--- src/rtl/board_mem_arbiter_pkg.sv ---
// Shared constants for the board memory arbiter: piece codes,
// requester indices, FSM encoding and the starting layout.
package board_mem_arbiter_pkg;

   localparam logic [3:0] PC_EMPTY  = 4'd0;
   localparam logic [3:0] P0_PAWN   = 4'd1;
   localparam logic [3:0] P0_ROOK   = 4'd2;
   localparam logic [3:0] P0_KNIGHT = 4'd3;
   localparam logic [3:0] P0_BISHOP = 4'd4;
   localparam logic [3:0] P0_QUEEN  = 4'd5;
   localparam logic [3:0] P0_KING   = 4'd6;
   localparam logic [3:0] P1_PAWN   = 4'd7;
   localparam logic [3:0] P1_ROOK   = 4'd8;
   localparam logic [3:0] P1_KNIGHT = 4'd9;
   localparam logic [3:0] P1_BISHOP = 4'd10;
   localparam logic [3:0] P1_QUEEN  = 4'd11;
   localparam logic [3:0] P1_KING   = 4'd12;

   localparam logic [1:0] CTRL  = 2'd0;
   localparam logic [1:0] VALID = 2'd1;
   localparam logic [1:0] DPATH = 2'd2;

   typedef enum logic [1:0] {
      ST_FILL,
      ST_IDLE,
      ST_OWNED
   } state_e;

   // Indexed as INIT_BOARD[y][x].
   typedef logic [0:7][0:7][3:0] board_t;

   localparam board_t INIT_BOARD = '{
      '{P0_ROOK, P0_KNIGHT, P0_BISHOP, P0_QUEEN,
        P0_KING, P0_BISHOP, P0_KNIGHT, P0_ROOK},
      '{8{P0_PAWN}},
      '{8{PC_EMPTY}},
      '{8{PC_EMPTY}},
      '{8{PC_EMPTY}},
      '{8{PC_EMPTY}},
      '{8{P1_PAWN}},
      '{P1_ROOK, P1_KNIGHT, P1_BISHOP, P1_QUEEN,
        P1_KING, P1_BISHOP, P1_KNIGHT, P1_ROOK}
   };

   // First requesting index found scanning upward from start, wrapping.
   function automatic logic [2:0] arb_pick(
      input logic [2:0] r,
      input logic [1:0] start
   );
      logic [2:0] g;
      logic [1:0] i;
      g = '0;
      i = start;
      for (int k = 0; k < 3; k++) begin
         if (g == '0 && r[i]) g[i] = 1'b1;
         i = (i == 2'd2) ? 2'd0 : i + 2'd1;
      end
      return g;
   endfunction

   function automatic logic [1:0] oh_idx(input logic [2:0] g);
      return g[2] ? 2'd2 : (g[1] ? 2'd1 : 2'd0);
   endfunction

endpackage

--- src/rtl/board_ram.sv ---
// 64x4 single-port board store: synchronous write, registered read.
module board_ram (
   input  logic       clk,
   input  logic       reset,
   input  logic       en,
   input  logic       we,
   input  logic [5:0] addr,
   input  logic [3:0] wdata,
   output logic [3:0] rdata
);

   logic [3:0] mem [64];
   logic [3:0] rd_q;
   logic [3:0] rd_d;

   always_comb begin
      rd_d = rd_q;
      if (en && !we) rd_d = mem[addr];
   end

   always_ff @(posedge clk) begin
      if (en && we) mem[addr] <= wdata;
   end

   always_ff @(posedge clk) begin
      if (reset) rd_q <= '0;
      else       rd_q <= rd_d;
   end

   assign rdata = rd_q;

endmodule

--- src/rtl/board_mem_arbiter.sv ---
// Three-way arbiter in front of the board RAM; fills the starting
// position after reset or init_start, then grants exclusive ownership.
module board_mem_arbiter
   import board_mem_arbiter_pkg::*;
#(
   parameter int RR = 1
) (
   input  logic        clk,
   input  logic        reset,
   input  logic        init_start,
   input  logic [2:0]  req,
   input  logic [2:0]  we,
   input  logic [17:0] addr,
   input  logic [11:0] wdata,
   output logic [2:0]  gnt,
   output logic [2:0]  rvalid,
   output logic [3:0]  rdata,
   output logic        busy
);

   state_e     state_q, state_d;
   logic [5:0] cnt_q, cnt_d;
   logic [2:0] gnt_q, gnt_d;
   logic [1:0] last_q, last_d;
   logic       busy_q, busy_d;
   logic [2:0] rvalid_q, rvalid_d;

   logic       fill;
   logic       access;
   logic       sel_we;
   logic [5:0] sel_addr;
   logic [3:0] sel_wdata;
   logic [1:0] start;
   logic [2:0] win;

   logic       ram_en;
   logic       ram_we;
   logic [5:0] ram_addr;
   logic [3:0] ram_wdata;

   always_comb begin
      sel_we    = we[0];
      sel_addr  = addr[5:0];
      sel_wdata = wdata[3:0];
      case (last_q)
         VALID: begin
            sel_we    = we[1];
            sel_addr  = addr[11:6];
            sel_wdata = wdata[7:4];
         end
         DPATH: begin
            sel_we    = we[2];
            sel_addr  = addr[17:12];
            sel_wdata = wdata[11:8];
         end
         default: ;
      endcase
   end

   assign fill   = (state_q == ST_FILL);
   assign access = gnt_q[last_q] && req[last_q];

   // Reset gates the port so an in-flight write is dropped.
   assign ram_en    = !reset && (fill || access);
   assign ram_we    = fill || sel_we;
   assign ram_addr  = fill ? cnt_q : sel_addr;
   assign ram_wdata = fill ? INIT_BOARD[cnt_q[5:3]][cnt_q[2:0]]
                           : sel_wdata;

   always_comb begin
      start = 2'd0;
      if (RR != 0) start = (last_q == 2'd2) ? 2'd0 : last_q + 2'd1;
      win = arb_pick(req, start);
   end

   always_comb begin
      state_d  = state_q;
      cnt_d    = cnt_q;
      gnt_d    = gnt_q;
      last_d   = last_q;
      rvalid_d = (access && !sel_we) ? gnt_q : 3'b000;
      if (init_start) begin
         state_d = ST_FILL;
         cnt_d   = '0;
         gnt_d   = '0;
      end else begin
         unique case (state_q)
            ST_FILL: begin
               cnt_d = cnt_q + 6'd1;
               if (cnt_q == 6'd63) state_d = ST_IDLE;
            end
            ST_IDLE: begin
               if (win != '0) begin
                  gnt_d   = win;
                  last_d  = oh_idx(win);
                  state_d = ST_OWNED;
               end
            end
            ST_OWNED: begin
               // Owner's req is low here, so it cannot win itself.
               if (!req[last_q]) begin
                  gnt_d = win;
                  if (win != '0) last_d = oh_idx(win);
                  else           state_d = ST_IDLE;
               end
            end
            default: state_d = ST_FILL;
         endcase
      end
      busy_d = (state_d == ST_FILL);
   end

   always_ff @(posedge clk) begin
      if (reset) begin
         state_q  <= ST_FILL;
         cnt_q    <= '0;
         gnt_q    <= '0;
         last_q   <= DPATH;
         busy_q   <= 1'b1;
         rvalid_q <= '0;
      end else begin
         state_q  <= state_d;
         cnt_q    <= cnt_d;
         gnt_q    <= gnt_d;
         last_q   <= last_d;
         busy_q   <= busy_d;
         rvalid_q <= rvalid_d;
      end
   end

   board_ram u_ram (
      .clk   (clk),
      .reset (reset),
      .en    (ram_en),
      .we    (ram_we),
      .addr  (ram_addr),
      .wdata (ram_wdata),
      .rdata (rdata)
   );

   assign gnt    = gnt_q;
   assign rvalid = rvalid_q;
   assign busy   = busy_q;

endmodule

--- config.mk ---
export PLATFORM = sky130hd
export DESIGN_NAME = board_mem_arbiter
export DESIGN_NICKNAME = d
export VERILOG_FILES = /design/src/rtl/board_mem_arbiter_pkg.sv /design/src/rtl/board_ram.sv /design/src/rtl/board_mem_arbiter.sv
export SDC_FILE = /design/constraint.sdc
export NUM_CORES = 1
export LEC_CHECK = 0
export CORE_ASPECT_RATIO = 0.9
export CORE_UTILIZATION = 48
export CTS_CLUSTER_SIZE = 10
export DETAILED_ROUTE_END_ITERATION = 16
export GPL_TIMING_DRIVEN = 0
export PLACE_DENSITY = 0.73
export SLEW_MARGIN = 40
export SYNTH_ARGS = -nofsm -noshare
export SYNTH_HDL_FRONTEND = slang
export SYNTH_SLANG_ARGS = --single-unit
export TNS_END_PERCENT = 50
--- constraint.sdc ---
create_clock -name clk -period 6.59 [get_ports clk]
set_clock_uncertainty 0.2 [all_clocks]
set_input_delay 0.659 -clock clk [delete_from_list [all_inputs] [get_ports clk]]
set_output_delay 0.659 -clock clk [all_outputs]
set_load 0.01 [all_outputs]
==> results.toml, run 1 <==
[clocking]
cts_sinks = 277
clkLatencyLatePin_ns = 0.56
cts_tree = "done"
htree_levels = 1
clockBufferDepth = 3
cts_resized = 0
clkTransAtPathRegs_ns = 0.05
cts_setup_buffers = 0
cts-root-buf = "clkbuf_16"
hold_buffers = 0
cts_buffers = 31

[logic_synthesis]
yosysSeqAreaShare_pct = 69.0
yosysMostFrequentCell = "edfxtp_1"
syn_nets = 878
synth_ff_type = "edfxtp_1"
netlist_area_um2 = 11700
synth_cell_types = 59
synth_common_cells = "edfxtp_1 (256), nor2_1 (98), a22oi_1 (77)"
yosys_warnings = 0
syn_avg_cell_area_um2 = 14.2
ys_ff_latch = 277
syn_inst = 828
synth_top_area_share_pct = 65.5
synthArstFlopShare_pct = 0
synth_edf_count = 256
synth_top_cell_by_area = "edfxtp_1"
synthTopCellsByArea = "edfxtp_1 (65%), a22oi_1 (4.9%), mux2i_1 (4.9%), dfxtp_1 (3.6%), nor2_1 (3.1%)"

[drt]
drt-initial-drc-count = 1178
viasPerCell = 6.44
routedWlPerCell_um = 25.4
vias = 7937
ant_nets = 0
first_pass_iters = 6
drc = 0
routed_wl_mm = 31.3

[global_route]
grt_first_pass_wirelength_mm = 46.5
grt_overflow = 0
first_global_vias = 7674
track_usage_pct = 25.3
grt_max_degree = 25
antenna_found_initial = 0

[sta]
fmax_mhz = 216
maxSlewViolCount = 0
setup_ws_ns = 1.96
fin_crit_sh_pct = 70.3
hold_viol = 0
slew_headroom_pct = 40.2
setup_viol = 0
worstMarginPinSlew_ns = 0.897
rsz0062_at_grt = "no"
fin_hold_ws_ns = 0.307
period_needed_ns = 4.63

[cells_and_area]
drive_above_1_share_pct = 9.56
syn2layout_area_growth_pct = 16.7
final_nets = 970
final_cell_area_um2 = 13700
n_antenna_cell = 0
instances_no_fill = 1233

[place]
dpl-instance-area_um2 = 12800
place_hpwl_mm = 20.9
routabilityCongestion = 0.900
dp_cells = 1189
portBuffers = 48
dp_slack_ns = 2.06

[power_and_ir_drop]
p_per_area_nw_per_um2 = 260
p_total_uw = 3560
vdd_drop_max_mv = 0.206
p_leak_uw = 0.00442

[min_path]
worstHoldPathType = "reg2reg"

[worst_setup_path]
critPathLaunchType = "register"
critPathCaptureType = "register"
cp.required_ns = 6.59
path_class = "reg2reg"
cp_max_fo = 10
cp.arrival_ns = 4.63

[outcome]
status = "completed"

[floorplanning]
die_x_um = 167
core_area_um2 = 23700
ios = 50
dieArea_um2 = 25100
placementRows = 53
die_y_um = 150
start_util_pct = 49.6

[job]
drv_cap = 0
==> area by class of cell <==
class | count | area [um^2]
inverters | 9 | 33.8
flip-flops and latches | 277 | 8110
plain buffers | 49 | 240
well taps | 302 | 378
fillers | 1847 | 9970
multi-input cells | 493 | 3430
clock buffers | 43 | 831
repair buffers | 59 | 658
clock inverters | 1 | 20.0
==> registers in the layout, indices dropped and copies added (netlist names) <==
| signal | flops |
|---|---|
| cnt_q | 6 |
| busy | 1 |
| u_ram.rdata | 4 |
| last_q | 2 |
| state_q | 2 |
| u_ram.mem | 256 |
| rvalid | 3 |
| gnt | 3 |
==> power breakdown <==
group	total (uW)	internal [uW]	switching (uW)
sequential	1910	1910	1.74
combinational	150	58.6	91.4
clock	1490	862	633
total	3560	2830	726
==> placed cells by master, fill, tap and decap left out, drive strengths merged, types with 11 or more instances in the layout <==
master and instances:
a21oi 17, a22oi 77, a31oi 14, buf 37
clkbuf 66, clkdlybuf4s50 48, dfxtp 21, edfxtp 256
ha 11, mux2i 57, nand2 36, nor2 98
nor3 14, o21ai 16, o22ai 21
==> final timing paths <==
path | from | end | slack, ns | cells after the start
worst max-delay path | last_q[0] | u_ram.mem[0][2] | 1.96 | 10
worst min-delay path | gnt[0] | gnt[0] | 0.31 | 2
worst max register to register | last_q[0] | u_ram.mem[0][2] | 1.96 | 10
worst min register to register | gnt[0] | gnt[0] | 0.31 | 2
==> per-stage QoR <==
step	setup TNS (ns)	util [%]
finish	0	57.9
global route	0	57.9
CTS	0	57.9
detailed placement	0	54.3
global placement	-169.35	53.2
floorplan	0	-
==> metal layers <==
layer | up-vias | global-route usage (%) | part of all wire, %
met4 | 0 | 11.9 | 4.8
met3 | 96 | 4.63 | 11
li1 | 3453 | - | -
met2 | 512 | 39.9 | 45
met5 | - | 0 | 0
met1 | 3876 | 34.4 | 39
==> cells by family after synthesis <==
| family | after synthesis | share of synthesized area (%) |
|---|---|---|
| fa+ha+maj | 11 | 1.17 |
| buf+inv | 58 | 2.32 |
| simple gates | 203 | 8.37 |
| mux | 61 | 5.24 |
| compound gates | 212 | 13.4 |
| xor+xnor | 6 | 0.447 |
| flops | 277 | 69.0 |
==> worst max-delay path, stage by stage, from the launching register on <==
cell	delay [ns]
dfxtp_1	0.50
inv_1	0.16
ha_1	0.34
buf_2	0.19
and2b_1	0.25
a221o_1	0.32
buf_4	0.20
nor3_4	0.61
buf_2	0.45
nand2_1	0.51
nor2_1	0.52
Power figures use the tool's default switching activity.
==> run 2, diff against run 1 <==
Clock period 6.59 ns to 4.31 ns, I/O delays scaled along.
==> results.toml, run 2 (synthesized netlist as in run 1, its figures left out) <==
[cells_and_area]
largest_register_ffs = 256
final_nets = 981
drive_above_1_share_pct = 13.6
final_common_cell = "edfxtp_1"
fin_util_pct = 58.9
multi_input_area_um2 = 3510
fill_cells = 1820
largest_register = "u_ram.mem"
syn2layout_area_growth_pct = 18.7
final_cell_area_um2 = 13900
seq_area_um2 = 8110
mostFrequentLayoutCells = "edfxtp_1 (256), a22oi_1 (77), nor2_1 (75), mux2i_1 (57), clkdlybuf4s50_1 (48)"

[power_and_ir_drop]
p_leak_uw = 0.00434
switching_share_pct = 20.9
p_int_uw = 4370
p_comb_share_pct = 4.4
p_sw_uw = 1160
vdd_drop_max_mv = 0.439
p_clk_share_pct = 42.7
power_frac_seq_pct = 53.0
p_per_area_nw_per_um2 = 396

[clocking]
clkTransAtPathRegs_ns = 0.06
cts_tree = "done"
htree_levels = 1
clkLatencyLatePin_ns = 0.57
hold_buffers = 0
cts_buffers = 31
clockBufferDepth = 3
cts-root-buf = "clkbuf_16"
cts_sinks = 277

[worst_setup_path]
cp_max_fo = 10
cp.arrival_ns = 4.24
critPathCaptureType = "register"
path_class = "reg2reg"
critPathLaunchType = "register"
cp.required_ns = 4.34

[global_route]
grt_overflow = 0
first_global_vias = 7788
antenna_found_initial = 1
track_usage_pct = 25.7
grt_first_pass_wirelength_mm = 47.2
grt_max_degree = 25

[floorplanning]
ios = 50
die_y_um = 150
die_x_um = 167
start_util_pct = 49.6
placementRows = 53
dieArea_um2 = 25100
core_area_um2 = 23700

[place]
place_hpwl_mm = 21.1
dpl-instance-area_um2 = 12900
dp_slack_ns = -0.183
portBuffers = 48
routabilityCongestion = 0.913

[drt]
routed_wl_mm = 31.9
routedWlPerCell_um = 25.3
vias = 7993
drc = 0
drt-initial-drc-count = 1052
viasPerCell = 6.35
first_pass_iters = 5
ant_nets = 0

[sta]
setup_ws_ns = 0.107
fin_crit_sh_pct = 97.5
maxSlewViolCount = 0
rsz0062_at_grt = "yes"
setup_viol = 0
hold_viol = 0
worstMarginPinSlew_ns = 0.845
period_needed_ns = 4.20
fmax_mhz = 238
slew_headroom_pct = 43.6

[job]
drv_cap = 0

[min_path]
worstHoldPathType = "reg2reg"

[outcome]
status = "completed"
[run 2: changes by cell type in the layout (fill, tap and decap cells not counted), sizes merged]
cell,delta
clkinv,+1
diode,+1
clkbuf,+13
buf,+10
[run 2: final cells by class]
| cell class | count | share of cell area [%] |
|---|---|---|
| clock inverters | 2 | 0.171 |
| diodes | 1 | 0.0180 |
| multi-input cells | 493 | 25.2 |
| clock buffers | 55 | 6.21 |
| inverters | 9 | 0.242 |
| well taps | 302 | 2.71 |
| flip-flops and latches | 277 | 58.2 |
| plain buffers | 49 | 1.74 |
| repair buffers | 70 | 5.53 |
[run 2: path summary, 6_finish.rpt]
check / from / endpoint / slack, ns / depth (start not counted)
min reg2reg: gnt[1] / rvalid[1] / 0.31 / 1
max reg2reg: last_q[0] / u_ram.mem[2][0] / 0.11 / 11
min: gnt[1] / rvalid[1] / 0.31 / 1
max: last_q[0] / u_ram.mem[2][0] / 0.11 / 11
[run 2: through the flow]
| step | hold WS (ns) | power [uW] | instances | setup TNS, ns |
|---|---|---|---|---|
| after floorplan | 0.300 | 3100 | 828 | 0 |
| after global placement | 0.297 | 3190 | 1178 | -465.99 |
| after detailed placement | 0.299 | 3210 | 1189 | -7.39 |
| after CTS | 0.308 | 5520 | 1248 | -0.395 |
| after global routing | 0.324 | 5660 | 1258 | -0.149 |
| final | 0.306 | 5530 | 1258 | 0 |
[run 2: per-layer routing]
| metal | vias up | part of all wire, % | GRT usage (%) |
|---|---|---|---|
| met3 | 97 | 11 | 6.47 |
| met5 | - | 0 | 0 |
| met1 | 3889 | 38 | 33.4 |
| li1 | 3484 | - | - |
| met4 | 0 | 3.9 | 11.7 |
| met2 | 523 | 46 | 41.0 |
[run 2: critical path, stage by stage (launching register included)]
cell	delay (ns)
dfxtp_1	0.50
inv_1	0.17
ha_1	0.35
buf_2	0.19
and2b_1	0.25
a221o_1	0.32
buf_4	0.19
nor3_1	0.35
buf_2	0.42
buf_4	0.30
nand2_2	0.29
nor2_2	0.34
[run 2: timing repair]
item,in CTS,in global routing
pin swaps,2,5
endpoints found under the hold margin,0,0
setup endpoints to repair,101,240
buffers inserted,2,9
resized for setup,7,24
[run 2: power groups by stage]
stage	clock (uW)	combinational (uW)	sequential [uW]
finish	2360	241	2930
global route	2490	253	2920
CTS	2360	230	2930
detailed placement	0	229	2980
global placement	0	206	2990
floorplan	0	114	2980
